$ cat config.mk
export PLATFORM = sky130hd
export DESIGN_NAME = operand_buffer_flat
export DESIGN_NICKNAME = d
export VERILOG_FILES = /design/src/rtl/tpu_pkg.sv /design/src/rtl/operand_buffer_if.sv /design/src/rtl/operand_buffer_lane_mux.sv /design/src/rtl/operand_buffer.sv /design/src/flat_wrapper.sv
export SDC_FILE = /design/constraint.sdc
export NUM_CORES = 1
export LEC_CHECK = 0
export ABC_CLOCK_PERIOD_IN_PS = 4400
export CAP_MARGIN = 15
export CORE_MARGIN = 4
export CORE_UTILIZATION = 35
export DETAILED_ROUTE_END_ITERATION = 7
export HOLD_SLACK_MARGIN = 0.15
export PLACE_DENSITY_LB_ADDON = 0.25
export SYNTH_ARGS = -nofsm -noshare
export SYNTH_HDL_FRONTEND = slang
export SYNTH_SLANG_ARGS = --single-unit
$ cat constraint.sdc
create_clock -name clk -period 4.4 [get_ports clk]
set_clock_uncertainty 0.2 [all_clocks]
set_input_delay 0.44 -clock clk [delete_from_list [all_inputs] [get_ports clk]]
set_output_delay 0.44 -clock clk [all_outputs]
set_load 0.01 [all_outputs]
$ cat src/rtl/tpu_pkg.sv
// Shared widths, address map and lane-select encodings for the operand storage stage.
package tpu_pkg;
    localparam int DATA_W    = 8;
    localparam int ADDR_W    = 3;
    localparam int DEPTH     = 2 ** ADDR_W;
    localparam int NUM_LANES = 4;

    localparam logic [ADDR_W-1:0] ADDR_W0 = 3'd0;
    localparam logic [ADDR_W-1:0] ADDR_W1 = 3'd1;
    localparam logic [ADDR_W-1:0] ADDR_W2 = 3'd2;
    localparam logic [ADDR_W-1:0] ADDR_W3 = 3'd3;
    localparam logic [ADDR_W-1:0] ADDR_X0 = 3'd4;
    localparam logic [ADDR_W-1:0] ADDR_X1 = 3'd5;
    localparam logic [ADDR_W-1:0] ADDR_X2 = 3'd6;
    localparam logic [ADDR_W-1:0] ADDR_X3 = 3'd7;

    localparam logic [1:0] SEL_0   = 2'd0;
    localparam logic [1:0] SEL_1   = 2'd1;
    localparam logic [1:0] SEL_OFF = 2'd2;

    // Slot maps per lane, index order {b1, b0, a1, a0}; only the B lanes swap X1/X2 in transpose.
    localparam logic [NUM_LANES-1:0][ADDR_W-1:0] LANE_N0 = {ADDR_X2, ADDR_X0, ADDR_W2, ADDR_W0};
    localparam logic [NUM_LANES-1:0][ADDR_W-1:0] LANE_N1 = {ADDR_X3, ADDR_X1, ADDR_W3, ADDR_W1};
    localparam logic [NUM_LANES-1:0][ADDR_W-1:0] LANE_T0 = {ADDR_X1, ADDR_X0, ADDR_W2, ADDR_W0};
    localparam logic [NUM_LANES-1:0][ADDR_W-1:0] LANE_T1 = {ADDR_X3, ADDR_X2, ADDR_W3, ADDR_W1};
endpackage

$ cat src/rtl/operand_buffer_if.sv
// Host/control-unit bus into the operand buffer and its operand/status outputs.
interface operand_buffer_if;
    import tpu_pkg::*;

    logic                     load_en;
    logic [ADDR_W-1:0]        mem_addr;
    logic [DATA_W-1:0]        in_data;
    logic                     data_valid;
    logic [1:0]               a0_sel;
    logic [1:0]               a1_sel;
    logic [1:0]               b0_sel;
    logic [1:0]               b1_sel;
    logic                     transpose;
    logic signed [DATA_W-1:0] a0;
    logic signed [DATA_W-1:0] a1;
    logic signed [DATA_W-1:0] b0;
    logic signed [DATA_W-1:0] b1;
    logic                     tr_active;
    logic [DEPTH-1:0]         valid_mask;
    logic                     set_loaded;
    logic                     seq_err;

    modport master (
        output load_en, mem_addr, in_data, data_valid,
        output a0_sel, a1_sel, b0_sel, b1_sel, transpose,
        input  a0, a1, b0, b1, tr_active, valid_mask, set_loaded, seq_err
    );

    modport slave (
        input  load_en, mem_addr, in_data, data_valid,
        input  a0_sel, a1_sel, b0_sel, b1_sel, transpose,
        output a0, a1, b0, b1, tr_active, valid_mask, set_loaded, seq_err
    );
endinterface

$ cat src/rtl/operand_buffer_lane_mux.sv
// Combinational operand-lane select: picks one of two slots (transpose-aware) with
// a same-cycle write bypass, or zero when the lane is off or data is not valid.
module operand_lane_mux
    import tpu_pkg::*;
#(
    parameter logic [ADDR_W-1:0] SLOT_N0 = ADDR_W0,
    parameter logic [ADDR_W-1:0] SLOT_N1 = ADDR_W1,
    parameter logic [ADDR_W-1:0] SLOT_T0 = ADDR_W0,
    parameter logic [ADDR_W-1:0] SLOT_T1 = ADDR_W1
) (
    input  logic [DEPTH-1:0][DATA_W-1:0] i_mem,
    input  logic [1:0]                   i_sel,
    input  logic                         i_tr,
    input  logic                         i_data_valid,
    input  logic                         i_load_en,
    input  logic [ADDR_W-1:0]            i_addr,
    input  logic [DATA_W-1:0]            i_data,
    output logic [DATA_W-1:0]            o_lane
);
    logic [ADDR_W-1:0] w_slot;

    always_comb begin
        w_slot = i_tr ? SLOT_T0 : SLOT_N0;
        o_lane = '0;
        if (i_sel == SEL_1) begin
            w_slot = i_tr ? SLOT_T1 : SLOT_N1;
        end
        if (i_data_valid && (i_sel == SEL_0 || i_sel == SEL_1)) begin
            // A write landing on the selected slot this cycle wins over the stored byte.
            if (i_load_en && i_addr == w_slot) begin
                o_lane = i_data;
            end else begin
                o_lane = i_mem[w_slot];
            end
        end
    end
endmodule

$ cat src/rtl/operand_buffer.sv
// Operand register file for one 2x2 matmul: stores W0..W3/X0..X3, drives four
// registered operand lanes, and tracks load progress and sequencing errors.
module operand_buffer
    import tpu_pkg::*;
(
    input  logic             clk,
    input  logic             rst_n,
    operand_buffer_if.slave  bus
);
    logic [DEPTH-1:0][DATA_W-1:0]     r_mem;
    logic [NUM_LANES-1:0][DATA_W-1:0] r_lane;
    logic                             r_tr_active;
    logic [DEPTH-1:0]                 r_valid_mask;
    logic                             r_set_loaded;
    logic                             r_seq_err;
    logic [ADDR_W-1:0]                r_exp_addr;

    logic [NUM_LANES-1:0][1:0]        w_sel;
    logic [NUM_LANES-1:0][DATA_W-1:0] w_lane;

    assign w_sel = {bus.b1_sel, bus.b0_sel, bus.a1_sel, bus.a0_sel};

    // Lanes mux with the pre-update tr_active, so an address-0 write affects the next set only.
    for (genvar gi = 0; gi < NUM_LANES; gi++) begin : g_lane
        operand_lane_mux #(
            .SLOT_N0 (LANE_N0[gi]),
            .SLOT_N1 (LANE_N1[gi]),
            .SLOT_T0 (LANE_T0[gi]),
            .SLOT_T1 (LANE_T1[gi])
        ) u_mux (
            .i_mem        (r_mem),
            .i_sel        (w_sel[gi]),
            .i_tr         (r_tr_active),
            .i_data_valid (bus.data_valid),
            .i_load_en    (bus.load_en),
            .i_addr       (bus.mem_addr),
            .i_data       (bus.in_data),
            .o_lane       (w_lane[gi])
        );
    end

    always_ff @(posedge clk) begin
        if (!rst_n) begin
            r_mem        <= '0;
            r_lane       <= '0;
            r_tr_active  <= 1'b0;
            r_valid_mask <= '0;
            r_set_loaded <= 1'b0;
            r_seq_err    <= 1'b0;
            r_exp_addr   <= '0;
        end else begin
            r_lane       <= w_lane;
            r_set_loaded <= 1'b0;
            if (bus.load_en) begin
                r_mem[bus.mem_addr] <= bus.in_data;
                r_exp_addr          <= bus.mem_addr + ADDR_W'(1);
                if (bus.mem_addr != r_exp_addr) begin
                    r_seq_err <= 1'b1;
                end
                if (bus.mem_addr == ADDR_W0) begin
                    r_tr_active  <= bus.transpose;
                    r_valid_mask <= DEPTH'(1);
                end else begin
                    r_valid_mask[bus.mem_addr] <= 1'b1;
                end
                if (bus.mem_addr == ADDR_X3) begin
                    r_set_loaded <= 1'b1;
                end
            end
        end
    end

    assign bus.a0         = $signed(r_lane[0]);
    assign bus.a1         = $signed(r_lane[1]);
    assign bus.b0         = $signed(r_lane[2]);
    assign bus.b1         = $signed(r_lane[3]);
    assign bus.tr_active  = r_tr_active;
    assign bus.valid_mask = r_valid_mask;
    assign bus.set_loaded = r_set_loaded;
    assign bus.seq_err    = r_seq_err;
endmodule
$ cat src/flat_wrapper.sv
// flat-port wrapper written by rule: the top's interface ports become plain ports
module operand_buffer_flat import tpu_pkg::*;
  (clk, rst_n, bus_load_en, bus_mem_addr, bus_in_data, bus_data_valid, bus_a0_sel, bus_a1_sel, bus_b0_sel, bus_b1_sel, bus_transpose, bus_a0, bus_a1, bus_b0, bus_b1, bus_tr_active, bus_valid_mask, bus_set_loaded, bus_seq_err);
  operand_buffer_if bus_i ();
  input  logic clk;
  input  logic rst_n;
  input wire logic [$bits(bus_i.load_en)-1:0] bus_load_en;
  input wire logic [$bits(bus_i.mem_addr)-1:0] bus_mem_addr;
  input wire logic [$bits(bus_i.in_data)-1:0] bus_in_data;
  input wire logic [$bits(bus_i.data_valid)-1:0] bus_data_valid;
  input wire logic [$bits(bus_i.a0_sel)-1:0] bus_a0_sel;
  input wire logic [$bits(bus_i.a1_sel)-1:0] bus_a1_sel;
  input wire logic [$bits(bus_i.b0_sel)-1:0] bus_b0_sel;
  input wire logic [$bits(bus_i.b1_sel)-1:0] bus_b1_sel;
  input wire logic [$bits(bus_i.transpose)-1:0] bus_transpose;
  output wire logic [$bits(bus_i.a0)-1:0] bus_a0;
  output wire logic [$bits(bus_i.a1)-1:0] bus_a1;
  output wire logic [$bits(bus_i.b0)-1:0] bus_b0;
  output wire logic [$bits(bus_i.b1)-1:0] bus_b1;
  output wire logic [$bits(bus_i.tr_active)-1:0] bus_tr_active;
  output wire logic [$bits(bus_i.valid_mask)-1:0] bus_valid_mask;
  output wire logic [$bits(bus_i.set_loaded)-1:0] bus_set_loaded;
  output wire logic [$bits(bus_i.seq_err)-1:0] bus_seq_err;
  assign bus_i.load_en = bus_load_en;
  assign bus_i.mem_addr = bus_mem_addr;
  assign bus_i.in_data = bus_in_data;
  assign bus_i.data_valid = bus_data_valid;
  assign bus_i.a0_sel = bus_a0_sel;
  assign bus_i.a1_sel = bus_a1_sel;
  assign bus_i.b0_sel = bus_b0_sel;
  assign bus_i.b1_sel = bus_b1_sel;
  assign bus_i.transpose = bus_transpose;
  assign bus_a0 = bus_i.a0;
  assign bus_a1 = bus_i.a1;
  assign bus_b0 = bus_i.b0;
  assign bus_b1 = bus_i.b1;
  assign bus_tr_active = bus_i.tr_active;
  assign bus_valid_mask = bus_i.valid_mask;
  assign bus_set_loaded = bus_i.set_loaded;
  assign bus_seq_err = bus_i.seq_err;
  operand_buffer u_core (.clk(clk), .rst_n(rst_n), .bus(bus_i));
endmodule
==> Yosys cells after proc, flatten, opt, wreduce, memory -nomap -nowiden <==
Index checks and enable logic that the tools add are counted.
Widths: inputs -> output; s select.
{ "classes": {"n_addsub": 1, "order_cmp": 6, "eq_ne": 10, "mux": 25, "n_bitwise": 1, "reduce_logical": 25} }
{ "ops": {"columns": ["cell", "n"], "rows": [
  ["$bmux 8 s3", 4],
  ["$mux 8", 10],
  ["$bwmux 64", 1],
  ["$demux 8 s3", 1],
  ["$lt 3x4->1 const B", 5],
  ["$reduce_and 2->1", 7],
  ["$eq 3x3->1", 4],
  ["$logic_and 1x1->1", 9],
  ["$eq 2x1->1 const B", 4],
  ["$logic_not 2->1", 4],
  ["$or 8x8->8", 1],
  ["$mux 2", 3],
  ["$logic_or 1x1->1", 4],
  ["$mux 1", 4],
  ["$add 3x1->3 const B", 1],
  ["$demux 1 s3", 1],
  ["$eq 3x3->1 const B", 1],
  ["$ge 3x1->1 const B", 1],
  ["$logic_not 3->1", 1],
  ["$mux 3", 1],
  ["$ne 3x3->1", 1]
]} }
{ "word_totals": {"regBits": 110, "in_bits": 24, "out_inout_bits": 43, "elab_cells": 85} }

==> Longest topological paths before layout <==
{ "depth": {"ltp_word": 6, "mapped_depth": 6, "ltp_nobuf": 5} }

==> Modules after synthesis <==
Synthesis repeated with hierarchy kept, for this count alone.
{ "hier_totals": {"hier_cells": 567, "hier_area_um2": 5326.4} }
{ "by_module_without_submodules": {"columns": ["module", "instances", "cells_each", "area_each_um2", "seq_area_each_um2"], "rows": [
  ["operand_buffer", 1, 393, 3921.3, 2202.1],
  ["operand_lane_mux (u_core.g_lane[2].u_mux)", 1, 55, 406.6, 0.0],
  ["operand_lane_mux (u_core.g_lane[3].u_mux)", 1, 54, 397.9, 0.0],
  ["operand_lane_mux (u_core.g_lane[0].u_mux)", 1, 33, 300.3, 0.0],
  ["operand_lane_mux (u_core.g_lane[1].u_mux)", 1, 32, 300.3, 0.0]
]} }

==> Worst setup path after synthesis <==
No wires, ideal clock.
{ "synth_path": {"path_kind": "input port to flip-flop", "startpoint": "input bus_b1_sel[1]", "endpoint": "register u_core.r_lane (netlist bit u_core.bus.b1[0])", "setup_time_ns": 0.072, "arrival_time_ns": 1.597, "required_time_ns": 4.128, "setup_slack_ns": 2.531, "path_stages": 5, "n_path_buf": 1, "cell_sequence": "nand2b_1 > buf_6 > nand2_4 > a2111oi_4 > mux2i_1"} }
{ "synth_via": {"elab_chain_len": 5, "word_cells_on_any_way": 11, "cone_classes": "eq/ne (2); mux (4); reduce/logical (5)"} }
{ "synth_lines": {"columns": ["element", "line", "source"], "rows": [
  ["start: declaration", "flat_wrapper.sv:14", "input wire logic [$bits(bus_i.b1_sel)-1:0] bus_b1_sel;"],
  ["$eq 2x1->1", "operand_buffer_lane_mux.sv:25, operand_buffer_lane_mux.sv:28", null],
  ["$mux 3", "operand_buffer_lane_mux.sv:25", "if (i_sel == SEL_1) begin"],
  ["$bmux 8 s3 / $eq 3x3->1 (equally long branches)", "operand_buffer_lane_mux.sv:33, operand_buffer_lane_mux.sv:30", null],
  ["$mux 8 (implied by the code) / $logic_and 1x1->1 (equally long branches)", "operand_buffer_lane_mux.sv:33, operand_buffer_lane_mux.sv:30", null],
  ["$mux 8", "operand_buffer_lane_mux.sv:30", "if (i_load_en && i_addr == w_slot) begin"],
  ["end signal: assignment", "operand_buffer.sv:52", "r_lane <= w_lane;"],
  ["end: declaration", "operand_buffer.sv:11", "logic [NUM_LANES-1:0][DATA_W-1:0] r_lane;"]
]} }
Several ways; a longest one is shown, not always the timed one. The select of a mux whose other input is x is not followed.
A chain may end at the register's enable or synchronous reset.

==> Worst setup path in the final report <==
{ "layout_path": {"startpoint": "input bus_mem_addr[0]", "endpoint": "register u_core.r_lane (netlist bit u_core.bus.b1[7])"} }
{ "layout_via": {"elab_chain_len": 3} }
{ "layout_lines": {"columns": ["element", "line", "source"], "rows": [
  ["start: declaration", "flat_wrapper.sv:8", "input wire logic [$bits(bus_i.mem_addr)-1:0] bus_mem_addr;"],
  ["$eq 3x3->1", "operand_buffer_lane_mux.sv:30", null],
  ["$logic_and 1x1->1", "operand_buffer_lane_mux.sv:30", null],
  ["$mux 8", "operand_buffer_lane_mux.sv:30", null]
]} }
Every way passes these cells.

==> results.yml <==
yosys:
  synth-async-reset-ratio: 0
  syn-cell-area_um2: 4840
  synth_fp_nets: 582
  ys_types: 40
  synth_warnings: 0
  syn-instance-count: 555
  synth-seq-area-share: 0.455
  syn_avg_cell_area_um2: 8.72
  ys_seq_elements: 110
  ys.flop_type: "dfxtp_1"
  synth-edff-count: 0
  synth_area_leaders: "dfxtp_1 45%, nand2_1 13%, mux2i_1 11%, a21boi_0 9.3%, a211oi_1 2.5%"
  synth_top_area_cell: "dfxtp_1"
  synth.top_cell.area_share: 0.455
worst_hold_path:
  holdPathStages: 2
  holdPathEnd: "u_core.r_mem[6]$_SDFFE_PN0P_"
  hp-start: "u_core.r_mem[6]$_SDFFE_PN0P_"
  hold_path.class: "flip-flop to flip-flop"
sta:
  period_minus_slack_ps: 2610
  holdWs_ps: 252
  grt_setup_unrepaired: "no"
  final.setup.tns_ps: 0
  slew_viol_final: 0
  setup_viol_count_final: 0
  worst_pin_slew_ps: 972
  slew_headroom: 0.350
  max_freq_mhz: 383
  hold_viol_final: 0
  fin_crit_sh: 0.593
routing:
  drc_errors: 0
  top_layer: "met4"
  detail_route.iter0.violations: 292
  wl_mm: 12.7
  drt-met1-wl_mm: 5.78
  vias_per_cell: 5.00
  vias: 3912
  wl_met3_um: 593
  wl_met2_mm: 5.93
  dr.pass1.iters: 4
  wl_per_cell_um: 16.2
  drtAntennaViolNets: 0
finish:
  design_area_um2: 5880
  drive_gt1_frac: 0.0512
  mostFrequentLayoutCell: "nand2_1"
  mostFrequentLayoutCells: "173 x nand2_1, 110 x dfxtp_1, 66 x clkdlybuf4s50_1"
  final_util: 0.439
  area_delta_synth_final_pct: 21.5
  antenna_cells: 0
  finish.net_count: 628
  fillCellCount: 1326
place:
  dp_hpwl_mm: 8.61
  portBuffers: 66
  place_congestion: 0.781
  place_area_um2: 5590
die:
  io-pin-count: 67
  std_cell_rows: 42
  fp.dieW_um: 126
  coreArea_um2: 13400
  die_h_um: 126
  die-area_um2: 15800
  start_util: 0.361
clock_network:
  post_cts_buffers: 0
  hold_buffers: 0
  cts_sinks: 110
  cts_tree: "built"
  cts_made_buffers: 9
  h-tree-depth: 3
  clkTransAtPathRegs_ps: 70
  cts-resized-gates: 0
  cts_buffer_depth: 2
  clk_latency_ps: 360
  root_buffer: "clkbuf_16"
critical_path:
  cp.required_ps: 4480
  cp_slowest_cell: "a2111oi_4"
  crit_chain: "clkdlybuf4s50_1 -> bufinv_8 -> o21ai_1 -> a2111oi_4 -> mux2i_1"
  reg2reg_to: "u_core.bus.b0[3]$_SDFF_PN0_"
  cp-end-kind: "flip-flop"
  worst-path-max-fanout: 15
  r2r_cells: 5
  r2r_slack_ps: 2260
  criticalPathCategory: "primary input to flip-flop"
  arrival_ps: 2690
  cp-start-kind: "primary input"
  r2r_start: "u_core.bus.tr_active$_SDFFE_PN0P_"
  critical-path-max-stage-delay_ps: 770
grt:
  grt_pass1_vias: 3952
  grt_start_max_net_pins: 73
  overflow: 0
  grtUsageTotal: 0.165
  antenna_found_initial: 0
  grt_pass1_wl_mm: 20.8
power:
  p_seq_frac: 0.506
  cellPowerDensity_nw_per_um2: 346
  p_leak_nw: 1.94
  combPwrFrac: 0.096
  intPower_mw: 1.54
  p_sw_mw: 0.496
  swShare: 0.244
  ir_worst_vdd_mv: 0.184
  p_clk_frac: 0.398
flow_run:
  cap_violations: 0
run_status:
  status: "finished, final reports clean"
## power by group through the flow
stage	combinational (mW)	sequential, mW	clock, mW
6_report	0.195	1.03	0.811
5_1_grt	0.215	1.03	0.860
4_1_cts	0.197	1.03	0.824
3_5_place_dp	0.196	1.05	0
3_3_place_gp	0.193	1.05	0
2_1_floorplan	0.120	1.05	0
## through the flow
| step | power, mW | instances | setup WS, ps |
|---|---|---|---|
| 3_3_place_gp | 1.25 | 766 | 1530 |
| 2_1_floorplan | 1.17 | 555 | 2530 |
| 6_report | 2.04 | 782 | 1790 |
| 5_1_grt | 2.11 | 782 | 1620 |
| 3_5_place_dp | 1.25 | 766 | 1450 |
| 4_1_cts | 2.05 | 782 | 1810 |
## registers in the layout, summed over array words and instances (netlist names)
name	cells
u_core.r_mem	64
u_core.bus.a0	8
u_core.bus.a1	8
u_core.bus.b0	8
u_core.bus.b1	8
u_core.bus.valid_mask	8
u_core.r_exp_addr	3
u_core.bus.seq_err	1
u_core.bus.set_loaded	1
u_core.bus.tr_active	1
## Yosys cell counts (4+ instances only)
| cell type | number |
|---|---|
| o211ai_1 | 16 |
| a211oi_1 | 16 |
| dfxtp_1 | 110 |
| nor2_2 | 4 |
| mux2i_1 | 51 |
| nor3_1 | 16 |
| buf_2 | 9 |
| nand2b_1 | 5 |
| nor2_1 | 21 |
| buf_4 | 4 |
| xnor2_1 | 4 |
| a21boi_1 | 4 |
| nor2b_1 | 9 |
| a21boi_0 | 60 |
| nand2_1 | 173 |
| clkbuf_1 | 20 |
## final cells by class
class | instances | area (um2) | area share
clock inverter | 6 | 62.6 | 0.0106
multi-input combinational | 406 | 2440 | 0.416
tap | 176 | 220 | 0.0374
clock buffer | 10 | 229 | 0.0389
inverter | 3 | 25.0 | 0.00425
timing repair buffer | 71 | 698 | 0.119
sequential | 110 | 2200 | 0.374
## cell families (layout without fill, tap and decap cells)
group | count (synthesis) | count (layout) | share of synthesized area
and+or+nand+nor | 243 | 243 | 0.212
AOI/OAI and AO/OA | 104 | 104 | 0.169
DFF | 110 | 110 | 0.455
adders and majority gates | 3 | 3 | 0.00775
muxes | 51 | 51 | 0.105
xor gates and xnor gates | 5 | 5 | 0.0106
buffers and inverters | 39 | 90 | 0.0401
## worst max-delay path by stage
stage	from	to	slack, ps	depth (start not counted)
finish	bus_mem_addr[0]	u_core.bus.b1[7]$_SDFF_PN0_	1790	5
global route	bus_mem_addr[0]	u_core.bus.a0[7]$_SDFF_PN0_	1620	5
CTS	bus_mem_addr[0]	u_core.bus.b1[1]$_SDFF_PN0_	1810	5
detailed placement	bus_mem_addr[0]	u_core.bus.b1[1]$_SDFF_PN0_	1450	5
global placement	bus_mem_addr[0]	u_core.bus.b1[7]$_SDFF_PN0_	1530	5
floorplan	bus_b1_sel[1]	u_core.bus.b1[0]$_SDFF_PN0_	2530	5
## per-layer routing
metal | track usage | vias to the layer above
met5 | 0 | -
met4 | 0.0778 | 0
met3 | 0.0307 | 22
met2 | 0.267 | 92
met1 | 0.212 | 1836
li1 | - | 1962
## critical path, delay by kind of cell
family / cells / cell delay [ps]
AO/OA/AOI/OAI: 2 / 880
multiplexers: 1 / 280
buffers and inverters: 2 / 1070
No activity file was read; power rests on OpenSTA's default activity.
